## config.mk

```make
export PLATFORM = sky130hd
export DESIGN_NAME = cellrv32_npu_load_sequencer_flat
export DESIGN_NICKNAME = d
export VERILOG_FILES = /design/src/rtl/cellrv32_npu_load_sequencer_if.sv /design/src/rtl/cellrv32_npu_load_sequencer.sv /design/src/flat_wrapper.sv
export SDC_FILE = /design/constraint.sdc
export NUM_CORES = 1
export LEC_CHECK = 0
export ABC_AREA = 1
export BUFFER_PORTS_ARGS = -buffer_cell sky130_fd_sc_hd__buf_4
export CAP_MARGIN = 30
export CORE_MARGIN = 2
export CORE_UTILIZATION = 50
export CTS_CLUSTER_DIAMETER = 40
export DETAILED_ROUTE_END_ITERATION = 7
export HOLD_SLACK_MARGIN = 0.02
export PLACE_DENSITY = 0.83
export SLEW_MARGIN = 20
export SYNTH_ARGS = -nofsm -noshare
export SYNTH_HDL_FRONTEND = slang
export SYNTH_SLANG_ARGS = --single-unit
```

## constraint.sdc

```tcl
create_clock -name clk_i -period 2.25 [get_ports clk_i]
set_clock_uncertainty 0.15 [all_clocks]
set_input_delay 0.45 -clock clk_i [delete_from_list [all_inputs] [get_ports clk_i]]
set_output_delay 0.45 -clock clk_i [all_outputs]
set_load 0.01 [all_outputs]
```

## src/rtl/cellrv32_npu_load_sequencer_if.sv

```systemverilog
// rtl/cellrv32_npu_load_sequencer_if.sv - instruction, counter-control and read-strobe bundle of the NPU load sequencer
//
// Signals:
//   instr_valid_i/instr_ready_o/instr_addr_i/instr_len_i : buffer-load instruction handshake
//   cnt_load_o/cnt_start_val_o/cnt_enable_o              : load counter control
//   rd_en_o/last_o                                       : buffer read strobe train
//   busy_o/done_o/err_o                                  : status towards the NPU control unit
// Modports:
//   slave  : the sequencer side
//   master : the instruction issuer / observer side
interface cellrv32_npu_load_sequencer_if #(
    parameter int COUNTER_WIDTH = 32,
    parameter int LEN_WIDTH     = 16
);
    logic                     instr_valid_i;
    logic                     instr_ready_o;
    logic [COUNTER_WIDTH-1:0] instr_addr_i;
    logic [LEN_WIDTH-1:0]     instr_len_i;
    logic                     cnt_load_o;
    logic [COUNTER_WIDTH-1:0] cnt_start_val_o;
    logic                     cnt_enable_o;
    logic                     rd_en_o;
    logic                     last_o;
    logic                     busy_o;
    logic                     done_o;
    logic                     err_o;

    modport slave (
        input  instr_valid_i, instr_addr_i, instr_len_i,
        output instr_ready_o, cnt_load_o, cnt_start_val_o, cnt_enable_o,
               rd_en_o, last_o, busy_o, done_o, err_o
    );

    modport master (
        output instr_valid_i, instr_addr_i, instr_len_i,
        input  instr_ready_o, cnt_load_o, cnt_start_val_o, cnt_enable_o,
               rd_en_o, last_o, busy_o, done_o, err_o
    );
endinterface

```

## src/rtl/cellrv32_npu_load_sequencer.sv

```systemverilog
// rtl/cellrv32_npu_load_sequencer.sv - control stage driving the NPU load counter and the buffer read strobes
//
// Ports:
//   clk_i  : clock, rising edge
//   rstn_i : asynchronous active-low reset
//   bus    : cellrv32_npu_load_sequencer_if.slave (instruction handshake, counter control,
//            read strobes, status)
// Optional feature macro: CELLRV32_NPU_LOAD_SEQ_BOUNDS_EN
//   defined   : instructions whose addr+len exceeds BUFFER_DEPTH are consumed and
//               answered with err_o + done_o, no load is performed
//   undefined : no bounds check, err_o is constant 0
module cellrv32_npu_load_sequencer #(
    parameter int COUNTER_WIDTH   = 32,
    parameter int LEN_WIDTH       = 16,
    parameter int COUNTER_LATENCY = 3,
    parameter int BUFFER_DEPTH    = 4096
) (
    input  logic clk_i,
    input  logic rstn_i,
    cellrv32_npu_load_sequencer_if.slave bus
);

    typedef enum logic [1:0] {
        ST_IDLE,
        ST_LOAD,
        ST_RUN,
        ST_DRAIN
    } state_t;

    state_t                     state_q, state_d;
    logic [LEN_WIDTH-1:0]       rem_q, rem_d;
    logic [COUNTER_WIDTH-1:0]   start_val_q, start_val_d;
    logic [COUNTER_LATENCY-1:0] issue_pipe_q, issue_pipe_d;
    logic [COUNTER_LATENCY-1:0] last_pipe_q, last_pipe_d;
    logic                       done_q, done_d;
    logic                       err_q, err_d;
    logic                       issue;
    logic                       last_flag;
    logic                       bounds_err;

`ifdef CELLRV32_NPU_LOAD_SEQ_BOUNDS_EN
    logic [COUNTER_WIDTH:0] end_addr;
    assign end_addr   = {1'b0, bus.instr_addr_i} + (COUNTER_WIDTH+1)'(bus.instr_len_i);
    assign bounds_err = end_addr > (COUNTER_WIDTH+1)'(BUFFER_DEPTH);
`else
    assign bounds_err = 1'b0;
`endif

    always_comb begin
        state_d     = state_q;
        rem_d       = rem_q;
        start_val_d = start_val_q;
        done_d      = 1'b0;
        err_d       = 1'b0;
        issue       = 1'b0;
        last_flag   = 1'b0;

        case (state_q)
            ST_IDLE: begin
                if (bus.instr_valid_i) begin
                    start_val_d = bus.instr_addr_i;
                    rem_d       = bus.instr_len_i;
                    if ((bus.instr_len_i == '0) || bounds_err) begin
                        done_d = 1'b1;
                        err_d  = bounds_err;
                    end else begin
                        state_d = ST_LOAD;
                    end
                end
            end
            ST_LOAD, ST_RUN: begin
                issue     = 1'b1;
                rem_d     = rem_q - 1'b1;
                last_flag = (rem_q == LEN_WIDTH'(1));
                state_d   = last_flag ? ST_DRAIN : ST_RUN;
            end
            default: ;
        endcase

        // The pipe models the counter latency: a bit issued now reaches rd_en_o
        // in the same cycle the counter presents the matching address.
        issue_pipe_d = (issue_pipe_q << 1) | COUNTER_LATENCY'(issue);
        last_pipe_d  = (last_pipe_q  << 1) | COUNTER_LATENCY'(last_flag);

        // Leave DRAIN once the final strobe is on the output, so the first
        // IDLE cycle (with done_o) directly follows the last rd_en_o.
        if ((state_q == ST_DRAIN) && (issue_pipe_d == '0)) begin
            state_d = ST_IDLE;
            done_d  = 1'b1;
        end
    end

    always_ff @(posedge clk_i or negedge rstn_i) begin
        if (!rstn_i) begin
            state_q      <= ST_IDLE;
            rem_q        <= '0;
            start_val_q  <= '0;
            issue_pipe_q <= '0;
            last_pipe_q  <= '0;
            done_q       <= 1'b0;
            err_q        <= 1'b0;
        end else begin
            state_q      <= state_d;
            rem_q        <= rem_d;
            start_val_q  <= start_val_d;
            issue_pipe_q <= issue_pipe_d;
            last_pipe_q  <= last_pipe_d;
            done_q       <= done_d;
            err_q        <= err_d;
        end
    end

    assign bus.instr_ready_o   = (state_q == ST_IDLE);
    assign bus.busy_o          = (state_q != ST_IDLE);
    assign bus.cnt_enable_o    = (state_q != ST_IDLE);
    assign bus.cnt_load_o      = (state_q == ST_LOAD);
    assign bus.cnt_start_val_o = start_val_q;
    assign bus.rd_en_o         = issue_pipe_q[COUNTER_LATENCY-1];
    assign bus.last_o          = last_pipe_q[COUNTER_LATENCY-1];
    assign bus.done_o          = done_q;
    assign bus.err_o           = err_q;

endmodule

```

## src/flat_wrapper.sv

```systemverilog
// flat-port wrapper written by rule: the top's interface ports become plain ports
module cellrv32_npu_load_sequencer_flat 
#(
    parameter int COUNTER_WIDTH   = 32,
    parameter int LEN_WIDTH       = 16,
    parameter int COUNTER_LATENCY = 3,
    parameter int BUFFER_DEPTH    = 4096
)
  (clk_i, rstn_i, bus_instr_valid_i, bus_instr_addr_i, bus_instr_len_i, bus_instr_ready_o, bus_cnt_load_o, bus_cnt_start_val_o, bus_cnt_enable_o, bus_rd_en_o, bus_last_o, bus_busy_o, bus_done_o, bus_err_o);
  cellrv32_npu_load_sequencer_if #(.COUNTER_WIDTH(COUNTER_WIDTH), .LEN_WIDTH(LEN_WIDTH)) bus_i ();
  input  logic clk_i;
  input  logic rstn_i;
  input wire logic [$bits(bus_i.instr_valid_i)-1:0] bus_instr_valid_i;
  input wire logic [$bits(bus_i.instr_addr_i)-1:0] bus_instr_addr_i;
  input wire logic [$bits(bus_i.instr_len_i)-1:0] bus_instr_len_i;
  output wire logic [$bits(bus_i.instr_ready_o)-1:0] bus_instr_ready_o;
  output wire logic [$bits(bus_i.cnt_load_o)-1:0] bus_cnt_load_o;
  output wire logic [$bits(bus_i.cnt_start_val_o)-1:0] bus_cnt_start_val_o;
  output wire logic [$bits(bus_i.cnt_enable_o)-1:0] bus_cnt_enable_o;
  output wire logic [$bits(bus_i.rd_en_o)-1:0] bus_rd_en_o;
  output wire logic [$bits(bus_i.last_o)-1:0] bus_last_o;
  output wire logic [$bits(bus_i.busy_o)-1:0] bus_busy_o;
  output wire logic [$bits(bus_i.done_o)-1:0] bus_done_o;
  output wire logic [$bits(bus_i.err_o)-1:0] bus_err_o;
  assign bus_i.instr_valid_i = bus_instr_valid_i;
  assign bus_i.instr_addr_i = bus_instr_addr_i;
  assign bus_i.instr_len_i = bus_instr_len_i;
  assign bus_instr_ready_o = bus_i.instr_ready_o;
  assign bus_cnt_load_o = bus_i.cnt_load_o;
  assign bus_cnt_start_val_o = bus_i.cnt_start_val_o;
  assign bus_cnt_enable_o = bus_i.cnt_enable_o;
  assign bus_rd_en_o = bus_i.rd_en_o;
  assign bus_last_o = bus_i.last_o;
  assign bus_busy_o = bus_i.busy_o;
  assign bus_done_o = bus_i.done_o;
  assign bus_err_o = bus_i.err_o;
  cellrv32_npu_load_sequencer #(.COUNTER_WIDTH(COUNTER_WIDTH), .LEN_WIDTH(LEN_WIDTH), .COUNTER_LATENCY(COUNTER_LATENCY), .BUFFER_DEPTH(BUFFER_DEPTH)) u_core (.clk_i(clk_i), .rstn_i(rstn_i), .bus(bus_i));
endmodule
```

==> results_dict.tcl, run 1 <==
set metrics [dict create \
    hp-class "primary input to asynchronous set/reset pin" \
    worst_ep_required_time_ns 1.65 \
    netlist_area_mm2 0.00285 \
    dp.final_hpwl_um 4780 \
    seq_area_mm2 0.00143 \
    grt_pass1_wl_um 10600 \
    cts_sinks 57 \
    die_h_um 79.4 \
    p_leak_nw 1.94 \
    slew_headroom 0.542 \
    critPathLaunchType "flip-flop" \
    ys_warn_count 0 \
    multi_input_area_mm2 0.00122 \
    drt_iter0_drc 144 \
    status "completed" \
    finalNonFillerCells 486 \
    fmax_mhz 523 \
    finalCritPeriodShare 0.850 \
    drive_above_1_share 0.367 \
    hold_violations 0 \
    syn_inst 317 \
    grt_overflow_total 0 \
    arrival_ns 1.31 \
    finalWirelength_um 6310 \
    ys_seq_area_frac 0.501 \
    seqPwrFrac 0.314 \
    dp.cells 471 \
    vdd_drop_max_mv 0.819 \
    fin_tns_setup_ns 0 \
    regToRegStartpoint "u_core.state_q[0]" \
    r2r_end "u_core.rem_q[9]" \
    maxCapViolCount 0 \
    critPathLaunch "u_core.state_q[1]" \
    min_period_ns 1.91 \
    rsz0062_at_grt "false" \
    clk_latency_ns 0.33 \
    die_x_um 79.4 \
    r2r_cells 8 \
    ys_types 30 \
    internal_power_mw 3.63 \
    power.switching_mw 2.33 \
    cts_resized 0 \
    rows 27 \
    end_kind "primary output" \
    route.detailed.drc 0 \
    port_buffers 89 \
    cts_buffer_depth 2 \
    numCtsBuffers 9 \
    gp_congestion 0.925 \
    grtUsageTotal 0.217 \
    insertedDiodeCount 0 \
    ys_ff_latch 57 \
    critPathKind "flip-flop to primary output" \
    fin_nets 466 \
    power_mw 5.96 \
    postCtsHoldBufs 0 \
    initial_core_util 0.517 \
    crit_end "bus_busy_o" \
    avgViaCountPerCell 4.98 \
    via_count 2420 \
    p_comb_frac 0.502 \
    cp_max_fo 4 \
    core_area_mm2 0.00551 \
    synth_nets 373 \
    cts-root-buf "clkbuf_8" \
    setup_viol 0 \
    num_io_pins 91 \
    grt_start_max_net_pins 58 \
    slew_violations 0 \
    avgSynthCellArea_um2 8.98 \
    clk_pin_slew_ns 0.06 \
    antenna_found_initial 0 \
    worst-slew-pin-transition_ns 0.688 \
    die_area_mm2 0.00631 \
    r2r_setup_slack_ns 0.34 \
    nFillCells 409 \
    p_per_area_mw_per_mm2 1570 \
    routedWlPerCell_um 13.0 \
    swShare 0.391 \
    cts_tree "done" \
    syn_to_final_growth_pct 33.4 \
    htreeDepth 3 \
    cts_setup_buffers 0 \
    grt_pass1_vias 2344 \
    drtPass1Iterations 4 \
    drtAntennaViolNets 0 \
    utilization 0.689 \
    clkPwrFrac 0.184 \
]
-- critical path: stages (launching register included) --
cell and delay (ns):
dfrtp_1 0.40, inv_1 0.09, ha_1 0.23, inv_1 0.11, buf_4 0.16
-- sequential cells by signal, indices dropped and copies added, names as in the netlist --
signal,flops
u_core.bus.cnt_start_val_o,32
u_core.rem_q,16
u_core.issue_pipe_q,3
u_core.last_pipe_q,3
u_core.state_q,2
u_core.bus.done_o,1
-- synth_stat cells (all sizes together) --
cell type	count	area share
nor4	1	0.0022
a21oi	5	0.010
ha	5	0.022
or2	1	0.0022
o21ai	17	0.034
nand2	85	0.11
buf	12	0.030
conb	1	0.0013
nand3b	1	0.0026
o211ai	1	0.0044
nor2	47	0.066
inv	30	0.040
a22o	1	0.0031
nor3	1	0.0018
dfrtp	57	0.50
nor2b	1	0.0022
mux2	32	0.13
o2bb2ai	1	0.0031
nand3	17	0.030
xor2	1	0.0031
-- final cells by class --
cell class                      count  share of cell area
Inverter                           30              0.0303
Clock buffer                       13              0.0445
Timing Repair Buffer               94               0.189
Tap cell                           72              0.0237
Clock inverter                      2              0.0158
Sequential cell                    57               0.376
Multi-Input combinational cell    218               0.321
-- metal layers --
| layer | wire (µm) | GRT usage | part of all wire | up-vias |
|---|---|---|---|---|
| li1 | - | - | - | 1194 |
| met4 | 91 | 0.0879 | 0.014 | 0 |
| met5 | 0 | 0 | 0 | - |
| met3 | 571 | 0.0622 | 0.090 | 8 |
| met2 | 2910 | 0.357 | 0.46 | 106 |
| met1 | 2740 | 0.269 | 0.43 | 1112 |
-- worst min-delay path by stage --
stage                     startpoint                        endpoint  slack [ns]  depth (start not counted)
2_1_floorplan                 rstn_i   u_core.bus.cnt_start_val_o[0]       0.004                          0
3_3_place_gp   u_core.last_pipe_q[0]           u_core.last_pipe_q[1]        0.19                          0
3_5_place_dp   u_core.last_pipe_q[1]           u_core.last_pipe_q[2]        0.19                          0
4_1_cts                       rstn_i  u_core.bus.cnt_start_val_o[21]        0.03                          1
5_1_grt                       rstn_i  u_core.bus.cnt_start_val_o[21]        0.08                          1
6_report                      rstn_i  u_core.bus.cnt_start_val_o[21]        0.01                          1
-- stage by stage --
stage	cell area (µm²)	hold WS, ns	setup WS, ns
floorplan	2850	0.00441	0.558
global placement	3570	0.185	0.404
detailed placement	3570	0.187	0.336
CTS	3800	0.0264	0.311
global route	3800	0.0769	0.129
finish	3800	0.0138	0.338
-- layout by cell type, fill, tap and decap left out, drive strengths merged, types with 2 or more instances in the layout --
master  netlist  routed
a21oi         5       5
buf          12      94
bufinv        0       2
clkbuf        0      13
dfrtp        57      57
ha            5       5
inv          30      30
mux2         32      32
nand2        85      85
nand3        17      17
nor2         47      47
o21ai        17      17
-- power groups by stage --
stage | registers (mW) | clock network (mW) | logic [mW]
after floorplan | 1.96 | 0 | 1.91
after global placement | 1.85 | 0 | 2.92
after detailed placement | 1.88 | 0 | 3.00
after CTS | 1.87 | 1.12 | 3.01
after global routing | 1.92 | 1.16 | 3.33
final | 1.87 | 1.09 | 2.99
-- logic make-up after synthesis --
logic type               Yosys count  synth area share
multiplexers                      32             0.127
buffers and inverters             42            0.0708
XOR/XNOR                           1           0.00308
AND/OR/NAND/NOR                  154             0.220
adder cells (fa/ha/maj)            5            0.0220
AO/OA/AOI/OAI                     25            0.0545
other                              1           0.00132
flip-flops                        57             0.501
Note: power is estimated with default switching activity, not from simulation.
==> run 2: changes to the inputs <==
clock period = 2 ns   (was 2.25 ns; I/O delays follow)
==> run 2 against run 1 <==
Sequential cell count unchanged. Via count about the same. Routed wire length increased by 3.6%. Clock power increased by 6%. Worst setup slack got worse by 0.24 ns. Largest cell class unchanged. Hold slack improved by 0.14 ns. First-iteration DRC count decreased by 34%. Largest power group unchanged. Core utilization about the same. Sequential share of layout area about the same.
==> results_dict.tcl, run 2 (synthesized netlist as in run 1, its figures left out) <==
set metrics [dict create \
    cp_max_fo 4 \
    cts_tree "done" \
    initial_core_util 0.517 \
    fin_nets 468 \
    fin_tns_setup_ns 0 \
    finalCritPeriodShare 0.950 \
    fmax_mhz 526 \
    layout_common_cells "buf_4, nand2_1, dfrtp_1, nor2_1, mux2_2" \
    syn_to_final_growth_pct 33.5 \
    worst_ep_required_time_ns 1.45 \
    worst-slew-pin-transition_ns 0.712 \
    slew_violations 0 \
    min-delay-start "bus_instr_addr_i[30]" \
    power_mw 6.68 \
    finalWirelength_um 6540 \
    cts_buffer_depth 2 \
    nFillCells 429 \
    gp_congestion 0.898 \
    antenna_found_initial 0 \
    slew_headroom 0.525 \
    grt_pass1_wl_um 10300 \
    grt_start_max_net_pins 58 \
    htreeDepth 3 \
    vdd_drop_max_mv 1.03 \
    via_count 2422 \
    min_period_ns 1.90 \
    clk_latency_ns 0.32 \
    drive_above_1_share 0.368 \
    cts_sinks 57 \
    critPathLaunch "u_core.state_q[1]" \
    die_h_um 79.4 \
    rows 27 \
    drtPass1Iterations 4 \
    rsz0062_at_grt "false" \
    routedWlPerCell_um 13.4 \
    fin_area_mm2 0.00380 \
    final_common_cell "buf_4" \
    die_x_um 79.4 \
    critPathKind "flip-flop to primary output" \
    insertedDiodeCount 0 \
    status "completed" \
    avgViaCountPerCell 4.96 \
    die_area_mm2 0.00631 \
    route.detailed.drc 0 \
    hp-class "primary input to flip-flop" \
    port_buffers 89 \
    grt_overflow_total 0 \
    end_kind "primary output" \
    maxCapViolCount 0 \
    place_area_mm2 0.00357 \
    arrival_ns 1.35 \
    cts_setup_buffers 0 \
    grtUsageTotal 0.213 \
    drt_iter0_drc 95 \
    drtAntennaViolNets 0 \
    clk_pin_slew_ns 0.07 \
    numCtsBuffers 9 \
    core_area_mm2 0.00551 \
    p_leak_nw 1.94 \
    regToRegStartpoint "u_core.state_q[1]" \
    grt_pass1_vias 2338 \
    cts-root-buf "clkbuf_8" \
    largest_reg_flops 32 \
    setup_viol 0 \
    p_per_area_mw_per_mm2 1760 \
    dp.final_hpwl_um 4830 \
    hold_violations 0 \
    num_io_pins 91 \
    critPathLaunchType "flip-flop" \
]
[run 2: cell types whose count changed in the layout (fill, tap and decap cells not counted)]
| cell | before | now |
|---|---|---|
| buf_4 | 93 | 94 |
| dlygate4sd3_1 | 0 | 1 |
| nor2_1 | 45 | 44 |
| clkbuf_1 | 1 | 2 |
| nor2_2 | 1 | 2 |
| clkbuf_8 | 12 | 10 |
| clkinv_2 | 0 | 1 |
[run 2: per-layer routing]
layer,up-vias,part of all wire,GRT usage
met5,-,0,0
met4,0,0.012,0.0724
met3,8,0.081,0.0701
met2,104,0.47,0.361
met1,1114,0.43,0.254
li1,1196,-,-
[run 2: final timing paths]
check | to | slack (ns) | cells past startpoint
max | bus_busy_o | 0.1 | 4
min | u_core.bus.cnt_start_val_o[30] | 0.16 | 2
max reg2reg | u_core.rem_q[10] | 0.18 | 10
min reg2reg | u_core.last_pipe_q[2] | 0.20 | 0
max in group asynchronous | u_core.state_q[0] | 0.69 | 2
min in group asynchronous | u_core.bus.cnt_start_val_o[12] | 0.53 | 2
[run 2: what timing repair did]
item                                    CTS  global route
hold buffers                              1             0
hold endpoints to repair                 57             0
gates resized for setup                   0             1
endpoints found under the setup margin    0             1
[run 2: layout make-up]
type | count | area, µm² | area share
clock inverter | 3 | 65.1 | 0.0171
tap | 72 | 90.1 | 0.0237
inverter | 30 | 115 | 0.0303
clock buffer | 12 | 145 | 0.0382
timing repair buffer | 96 | 736 | 0.194
multi-input combinational | 218 | 1220 | 0.321
sequential | 57 | 1430 | 0.376
[run 2: power by group]
part	switching, mW	total [mW]	internal, mW
Sequential	0.367	2.10	1.73
Combinational	1.85	3.43	1.58
Clock	0.426	1.15	0.728
[run 2: critical path: stages (launching register included)]
cell     delay, ns
dfrtp_1       0.40
inv_1         0.09
ha_1          0.26
inv_1         0.12
buf_4         0.16
[run 2: per-stage QoR]
step                      hold slack, ns  cells  utilization  setup WS [ns]
after floorplan                  -0.0456    317            -          0.308
after global placement             0.185    472        0.649          0.232
after detailed placement           0.189    472        0.649          0.175
after CTS                          0.142    488        0.689         0.0884
after global routing               0.140    488        0.690        0.00726
final                              0.157    488        0.690          0.100
